<file path="src/rtl/dp_ctrl_pkg.sv">
// dp_ctrl_pkg: shared state, opcode and one-hot encodings for the datapath control FSM
package dp_ctrl_pkg;
  typedef enum logic [2:0] {S_IDLE, S_LOADT, S_CALC, S_WB, S_DONE} state_t;
  localparam logic [2:0] OP_LDI = 3'd0;
  localparam logic [2:0] OP_XOR = 3'd1;
  localparam logic [2:0] OP_AND = 3'd2;
  localparam logic [2:0] OP_SHL = 3'd3;
  localparam logic [2:0] OP_MOV = 3'd4;
  localparam logic [2:0] SR_IN = 3'b001;
  localparam logic [2:0] SR_ALU = 3'b010;
  localparam logic [2:0] SR_TMP = 3'b100;
  localparam logic [2:0] TSEL_ALU = 3'b001;
  localparam logic [2:0] TSEL_OUT = 3'b010;
  localparam logic [2:0] TSEL_B = 3'b100;
  localparam logic [1:0] ALU_XOR = 2'b00;
  localparam logic [1:0] ALU_AND = 2'b01;
  localparam logic [1:0] ALU_SHL = 2'b10;
  localparam logic [1:0] ALU_PASS = 2'b11;
  // rs=00 selects the constant-zero operand, so no B-mux line is raised
  function automatic logic [2:0] bsel_dec(input logic [1:0] rs);
    return rs == 2'd1 ? 3'b001 : rs == 2'd2 ? 3'b010 : rs == 2'd3 ? 3'b100 : 3'b000;
  endfunction
endpackage

</file>
<file path="src/rtl/dp_ctrl_fsm_if.sv">
// dp_ctrl_fsm_if: instruction handshake and datapath control lines of the control FSM
interface dp_ctrl_fsm_if #(parameter int OPW = 3, parameter int REGW = 2);
  logic start;
  logic [OPW-1:0] opcode;
  logic [REGW-1:0] rd;
  logic [REGW-1:0] rs;
  logic [2:0] sr;
  logic [REGW-1:0] Rn;
  logic w;
  logic [1:0] aluop;
  logic lt;
  logic [2:0] tsel;
  logic [2:0] bsel;
  logic busy;
  logic done;
  logic err;
  modport master (
    output start, opcode, rd, rs,
    input sr, Rn, w, aluop, lt, tsel, bsel, busy, done, err
  );
  modport slave (
    input start, opcode, rd, rs,
    output sr, Rn, w, aluop, lt, tsel, bsel, busy, done, err
  );
endinterface

</file>
<file path="src/rtl/dp_ctrl_decode.sv">
// dp_ctrl_decode: opcode classification into legality, sequencing needs and ALU operation
module dp_ctrl_decode
  import dp_ctrl_pkg::*;
#(
  parameter int OPW = 3
) (
  input  logic [OPW-1:0] opcode,
  output logic           legal,
  output logic           needs_loadt,
  output logic           needs_calc,
  output logic [1:0]     aluop
);
  always_comb begin
    legal = opcode inside {OP_LDI, OP_XOR, OP_AND, OP_SHL, OP_MOV};
    needs_calc = opcode inside {OP_XOR, OP_AND, OP_SHL};
    needs_loadt = needs_calc || opcode == OP_MOV;
    aluop = opcode == OP_AND ? ALU_AND : opcode == OP_SHL ? ALU_SHL : opcode == OP_MOV ? ALU_PASS : ALU_XOR;
  end
endmodule

</file>
<file path="src/rtl/dp_ctrl_fsm.sv">
// dp_ctrl_fsm: sequences register-file/ALU control lines for one latched instruction
module dp_ctrl_fsm
  import dp_ctrl_pkg::*;
#(
  parameter int OPW = 3,
  parameter int REGW = 2
) (
  input logic clk,
  input logic rst_n,
  dp_ctrl_fsm_if.slave bus
);
  typedef struct packed {
    logic [2:0]      sr;
    logic [REGW-1:0] rn;
    logic            w;
    logic [1:0]      aluop;
    logic            lt;
    logic [2:0]      tsel;
    logic [2:0]      bsel;
    logic            busy;
    logic            done;
    logic            err;
  } ctrl_t;
  state_t state_q, state_n;
  logic [OPW-1:0] op_q, op_n;
  logic [REGW-1:0] rd_q, rd_n, rs_q, rs_n;
  logic take, legal, needs_loadt, needs_calc, alu_phase;
  logic [1:0] alu_op;
  ctrl_t ctrl_q, ctrl_n;
  // Outputs are computed from the fields as they will be after this edge
  assign take = state_q == S_IDLE && bus.start;
  assign op_n = take ? bus.opcode : op_q;
  assign rd_n = take ? bus.rd : rd_q;
  assign rs_n = take ? bus.rs : rs_q;
  dp_ctrl_decode #(.OPW(OPW)) u_decode (
    .opcode      (op_n),
    .legal       (legal),
    .needs_loadt (needs_loadt),
    .needs_calc  (needs_calc),
    .aluop       (alu_op)
  );
  always_ff @(posedge clk or negedge rst_n) begin
    if (!rst_n) begin
      state_q <= S_IDLE;
      op_q <= '0;
      rd_q <= '0;
      rs_q <= '0;
      ctrl_q <= '0;
    end else begin
      state_q <= state_n;
      op_q <= op_n;
      rd_q <= rd_n;
      rs_q <= rs_n;
      ctrl_q <= ctrl_n;
    end
  end
  always_comb begin
    state_n = S_IDLE;
    case (state_q)
      S_IDLE:  state_n = !bus.start ? S_IDLE : !legal ? S_DONE : needs_loadt ? S_LOADT : S_WB;
      S_LOADT: state_n = needs_calc ? S_CALC : S_WB;
      S_CALC:  state_n = S_WB;
      S_WB:    state_n = S_DONE;
      default: state_n = S_IDLE;
    endcase
  end
  // aluop/bsel stay up through WB because the registered ALU recomputes every cycle
  always_comb begin
    ctrl_n = '0;
    alu_phase = needs_calc && (state_n == S_CALC || state_n == S_WB);
    ctrl_n.lt = state_n == S_LOADT;
    ctrl_n.tsel = !ctrl_n.lt ? 3'b000 : needs_calc ? TSEL_OUT : TSEL_B;
    ctrl_n.w = state_n == S_WB;
    ctrl_n.rn = ctrl_n.w ? rd_n : '0;
    ctrl_n.sr = !ctrl_n.w ? 3'b000 : needs_calc ? SR_ALU : needs_loadt ? SR_TMP : SR_IN;
    ctrl_n.aluop = alu_phase ? alu_op : ALU_XOR;
    ctrl_n.bsel = (alu_phase && op_n != OP_SHL) || (ctrl_n.lt && !needs_calc) ? bsel_dec(rs_n) : 3'b000;
    ctrl_n.busy = state_n inside {S_LOADT, S_CALC, S_WB};
    ctrl_n.done = state_n == S_DONE;
    ctrl_n.err = ctrl_n.done && !legal;
  end
  assign bus.sr = ctrl_q.sr;
  assign bus.Rn = ctrl_q.rn;
  assign bus.w = ctrl_q.w;
  assign bus.aluop = ctrl_q.aluop;
  assign bus.lt = ctrl_q.lt;
  assign bus.tsel = ctrl_q.tsel;
  assign bus.bsel = ctrl_q.bsel;
  assign bus.busy = ctrl_q.busy;
  assign bus.done = ctrl_q.done;
  assign bus.err = ctrl_q.err;
endmodule

</file>
<file path="src/flat_wrapper.sv">
// flat-port wrapper written by rule: the top's interface ports become plain ports
module dp_ctrl_fsm_flat import dp_ctrl_pkg::*;
#(
  parameter int OPW = 3,
  parameter int REGW = 2
)
  (clk, rst_n, bus_start, bus_opcode, bus_rd, bus_rs, bus_sr, bus_Rn, bus_w, bus_aluop, bus_lt, bus_tsel, bus_bsel, bus_busy, bus_done, bus_err);
  dp_ctrl_fsm_if #(.OPW(OPW), .REGW(REGW)) bus_i ();
  input logic clk;
  input logic rst_n;
  input wire logic [$bits(bus_i.start)-1:0] bus_start;
  input wire logic [$bits(bus_i.opcode)-1:0] bus_opcode;
  input wire logic [$bits(bus_i.rd)-1:0] bus_rd;
  input wire logic [$bits(bus_i.rs)-1:0] bus_rs;
  output wire logic [$bits(bus_i.sr)-1:0] bus_sr;
  output wire logic [$bits(bus_i.Rn)-1:0] bus_Rn;
  output wire logic [$bits(bus_i.w)-1:0] bus_w;
  output wire logic [$bits(bus_i.aluop)-1:0] bus_aluop;
  output wire logic [$bits(bus_i.lt)-1:0] bus_lt;
  output wire logic [$bits(bus_i.tsel)-1:0] bus_tsel;
  output wire logic [$bits(bus_i.bsel)-1:0] bus_bsel;
  output wire logic [$bits(bus_i.busy)-1:0] bus_busy;
  output wire logic [$bits(bus_i.done)-1:0] bus_done;
  output wire logic [$bits(bus_i.err)-1:0] bus_err;
  assign bus_i.start = bus_start;
  assign bus_i.opcode = bus_opcode;
  assign bus_i.rd = bus_rd;
  assign bus_i.rs = bus_rs;
  assign bus_sr = bus_i.sr;
  assign bus_Rn = bus_i.Rn;
  assign bus_w = bus_i.w;
  assign bus_aluop = bus_i.aluop;
  assign bus_lt = bus_i.lt;
  assign bus_tsel = bus_i.tsel;
  assign bus_bsel = bus_i.bsel;
  assign bus_busy = bus_i.busy;
  assign bus_done = bus_i.done;
  assign bus_err = bus_i.err;
  dp_ctrl_fsm #(.OPW(OPW), .REGW(REGW)) u_core (.clk(clk), .rst_n(rst_n), .bus(bus_i));
endmodule
</file>
<file path="config.mk">
export PLATFORM = sky130hd
export DESIGN_NAME = dp_ctrl_fsm_flat
export DESIGN_NICKNAME = d
export VERILOG_FILES = /design/src/rtl/dp_ctrl_pkg.sv /design/src/rtl/dp_ctrl_fsm_if.sv /design/src/rtl/dp_ctrl_decode.sv /design/src/rtl/dp_ctrl_fsm.sv /design/src/flat_wrapper.sv
export SDC_FILE = /design/constraint.sdc
export NUM_CORES = 1
export LEC_CHECK = 0
export BUFFER_PORTS_ARGS = -buffer_cell sky130_fd_sc_hd__buf_2
export CAP_MARGIN = 30
export CORE_MARGIN = 10
export CORE_UTILIZATION = 46
export CTS_CLUSTER_SIZE = 40
export DETAILED_ROUTE_END_ITERATION = 8
export GPL_ROUTABILITY_DRIVEN = 0
export PLACE_DENSITY = 0.83
export SYNTH_ARGS = -nofsm -noshare
export SYNTH_HDL_FRONTEND = slang
export SYNTH_SLANG_ARGS = --single-unit
</file>
<file path="constraint.sdc">
create_clock -name clk -period 1.8 [get_ports clk]
set_input_delay 0.27 -clock clk [delete_from_list [all_inputs] [get_ports clk]]
set_output_delay 0.27 -clock clk [all_outputs]
set_load 0.05 [all_outputs]
</file>
==> results.ini <==
[status]
status = finished, violations left
violations = negative setup slack

[critical_path]
end_kind = flip-flop
critical_path_required_ns = 2.07
reg2reg_slack_ns = -0.002
reg2reg_depth = 5
startpoint_type = flip-flop
crit_path_top_delay_cell = dfrtp_1
arrival_ns = 2.07
crit_fanout = 4
path_cells = nor4b_4, buf_4, mux2_4, or3b_4, a21oi_2
cp_slowest_stage_delay_ns = 0.44
r2r_start = u_core.state_q[0]$_DFF_PN0_
path_buf_inv = 1
path_class = reg2reg
r2r_end = u_core.bus.bsel[1]$_DFF_PN0_
crit_family = simple AND/OR/NAND/NOR gates

[final_layout]
finalNetCount = 153
area_growth_pct = 27.32
diodes = 0
drive_gt1_share_pct = 42.96
nFillCells = 194
fin_area_um2 = 1510

[cts]
clk_latency_ns = 0.33
clkSlewWorstSetupHoldPaths_ns = 0.14
numCtsBuffers = 3
cts_sinks = 27
cts_root_buf = clkbuf_4
cts_tree = done
htree_levels = 1
clk_path_buf_depth = 2

[pwr]
vdd_drop_max_uv = 1020
power_leakage_nw = 0.7511
power_density_nw_per_um2 = 2002

[global_routing]
grt_first_pass_wirelength_um = 4319
grt_pass1_vias = 939
grt_max_degree = 28
gr-usage-all-layers_pct = 10.59
antenna_found_initial = 0
grt-ovfl-total = 0

[logic_synthesis]
synth.distinct_cells = 31
yosysTopAreaCell = dfrtp_1
yosys.area.top_type_share_pct = 56.96
ys_ff_latch = 27
synth_area_um2 = 1186
syn_area_per_cell_um2 = 11.74
synth.net_count = 111
async_flop_share_pct = 100.0
ys_warn_count = 0
yosys-top-cells-area = dfrtp_1 (57%), mux2i_1 (3.4%), mux2_2 (2.8%), a21oi_1 (2.5%), mux2_4 (2.5%)
ys_seq_area_share_pct = 56.96
synth_cells = 101
synth_edf_count = 0
ys.flop_type = dfrtp_1

[routing]
drt_iter0_drc = 68
first_pass_iters = 4
drc_errors = 0
drtAntennaViolNets = 0
routedWlPerCell_um = 16.67
num_vias = 926
vias_per_cell = 5.384
drt_wl_total_um = 2867

[floorplan]
ios = 28
rows = 18
die_w_um = 70.78
die_y_um = 70.78
core_um2 = 2477
start_util_pct = 47.88
dieArea_um2 = 5010

[sta]
setup_viol = 1
period_needed_ns = 1.802
fmax_mhz = 555.0
slew_viol_final = 0
rsz0062_at_grt = yes
max-slew-margin-rel_pct = 61.13
finalCritPeriodShare_pct = 100.1
worst_hold_slack_ns = 0.1686
fin_ws_ns = -0.001921
tightest_slew_ns = 0.5831
finalHoldViolCount = 0
skew_ns = 0.006535

[placement]
dp_slack_ns = -0.02820
port_buffers = 26
placed_area_um2 = 1415
dp_hpwl_um = 2050

[hold_path]
min_from = bus_rd[1]
min_to = u_core.rd_q[1]$_DFF_PN0_
holdPathStages = 2
hp-class = in2reg

[flow_run]
cap_violations = 0

[stage by stage]
| step | setup TNS (ns) | util [%] | power (mW) | std cells |
|---|---|---|---|---|
| after floorplan | 0 | - | 2.132 | 101 |
| after global placement | 0 | 57.12 | 2.538 | 164 |
| after detailed placement | -0.03763 | 57.12 | 2.605 | 164 |
| after CTS | 0 | 59.24 | 2.892 | 171 |
| after global routing | -0.1457 | 60.96 | 3.179 | 172 |
| final | -0.001921 | 60.96 | 3.023 | 172 |
[sequential cells by signal, summed over array words and instances, names as in the netlist]
register,count
u_core.bus.busy,1
u_core.bus.bsel,3
u_core.op_q,3
u_core.bus.lt,1
u_core.bus.sr,3
u_core.bus.aluop,2
u_core.bus.w,1
u_core.bus.done,1
u_core.bus.Rn,2
u_core.rd_q,2
u_core.bus.err,1
u_core.rs_q,2
u_core.state_q,3
u_core.bus.tsel,2
[layout by cell type, fill, tap and decap left out, types with 4 or more instances in the layout]
master and instances:
nor3_1 5, o21ai_0 4, mux2i_1 4, dfrtp_1 27, buf_4 17, nor2_1 8
buf_2 26, inv_1 5
[synth_stat cells, drive strengths merged, types with 2 or more instances]
| cell type | instances |
|---|---|
| nor2 | 8 |
| mux2i | 4 |
| nor4 | 3 |
| nand2b | 3 |
| or4b | 2 |
| clkbuf | 2 |
| dfrtp | 27 |
| nand2 | 3 |
| inv | 5 |
| nor3b | 3 |
| xnor2 | 3 |
| a21oi | 6 |
| buf | 5 |
| o21ai | 4 |
| or3b | 2 |
| mux2 | 5 |
| nor3 | 5 |
[layout make-up]
cell class | count | area [um2] | area share [%]
multi-input cells | 62 | 483.0 | 31.98
repair buffers | 44 | 267.8 | 17.73
well taps | 30 | 37.54 | 2.485
clock buffers | 3 | 22.52 | 1.491
flip-flops and latches | 27 | 675.6 | 44.74
inverters | 5 | 18.77 | 1.243
clock inverters | 1 | 5.005 | 0.3314
[what timing repair did]
| item | CTS | global route |
|---|---|---|
| hold buffers | 1 | 0 |
| pin swaps | 0 | 3 |
| gates cloned | 0 | 0 |
| buffers inserted | 2 | 1 |
| gates resized for setup | 0 | 8 |
| endpoints found under the setup margin | 2 | 3 |
| endpoints found under the hold margin | 27 | 0 |
[cell families (layout without fill, tap and decap cells)]
group / after synthesis / count (layout) / share of synthesized area, %
muxes: 9 / 9 / 8.755
xor gates and xnor gates: 3 / 3 / 2.216
and+or+nand+nor: 31 / 31 / 16.46
buffers and inverters: 12 / 53 / 5.274
AOI/OAI and AO/OA: 18 / 18 / 10.02
DFF: 27 / 27 / 56.96
other: 1 / 1 / 0.3162
[per-layer routing]
metal	track usage (%)	part of all wire (%)	vias up
li1	-	-	434
met1	11.47	39	442
met2	17.61	51	42
met3	2.092	6.4	8
met4	8.387	3.1	0
met5	0	0	-
[worst max-delay path by stage]
| stage | endpoint | startpoint | depth (start not counted) |
|---|---|---|---|
| after floorplan | u_core.bus.bsel[2]$_DFF_PN0_ | u_core.state_q[1]$_DFF_PN0_ | 6 |
| after global placement | u_core.bus.aluop[0]$_DFF_PN0_ | bus_opcode[0] | 6 |
| after detailed placement | u_core.bus.aluop[1]$_DFF_PN0_ | bus_opcode[0] | 6 |
| after CTS | u_core.bus.bsel[1]$_DFF_PN0_ | u_core.state_q[2]$_DFF_PN0_ | 5 |
| after global routing | u_core.bus.bsel[2]$_DFF_PN0_ | u_core.state_q[0]$_DFF_PN0_ | 6 |
| final | u_core.bus.bsel[1]$_DFF_PN0_ | u_core.state_q[0]$_DFF_PN0_ | 5 |
[power by group]
group / total [mW] / switching (mW) / internal, mW
Sequential: 0.953 / 0.118 / 0.835
Combinational: 1.81 / 1.13 / 0.678
Clock: 0.264 / 0.181 / 0.0837
Total: 3.02 / 1.43 / 1.60
Note: power is estimated with default switching activity, not from simulation.
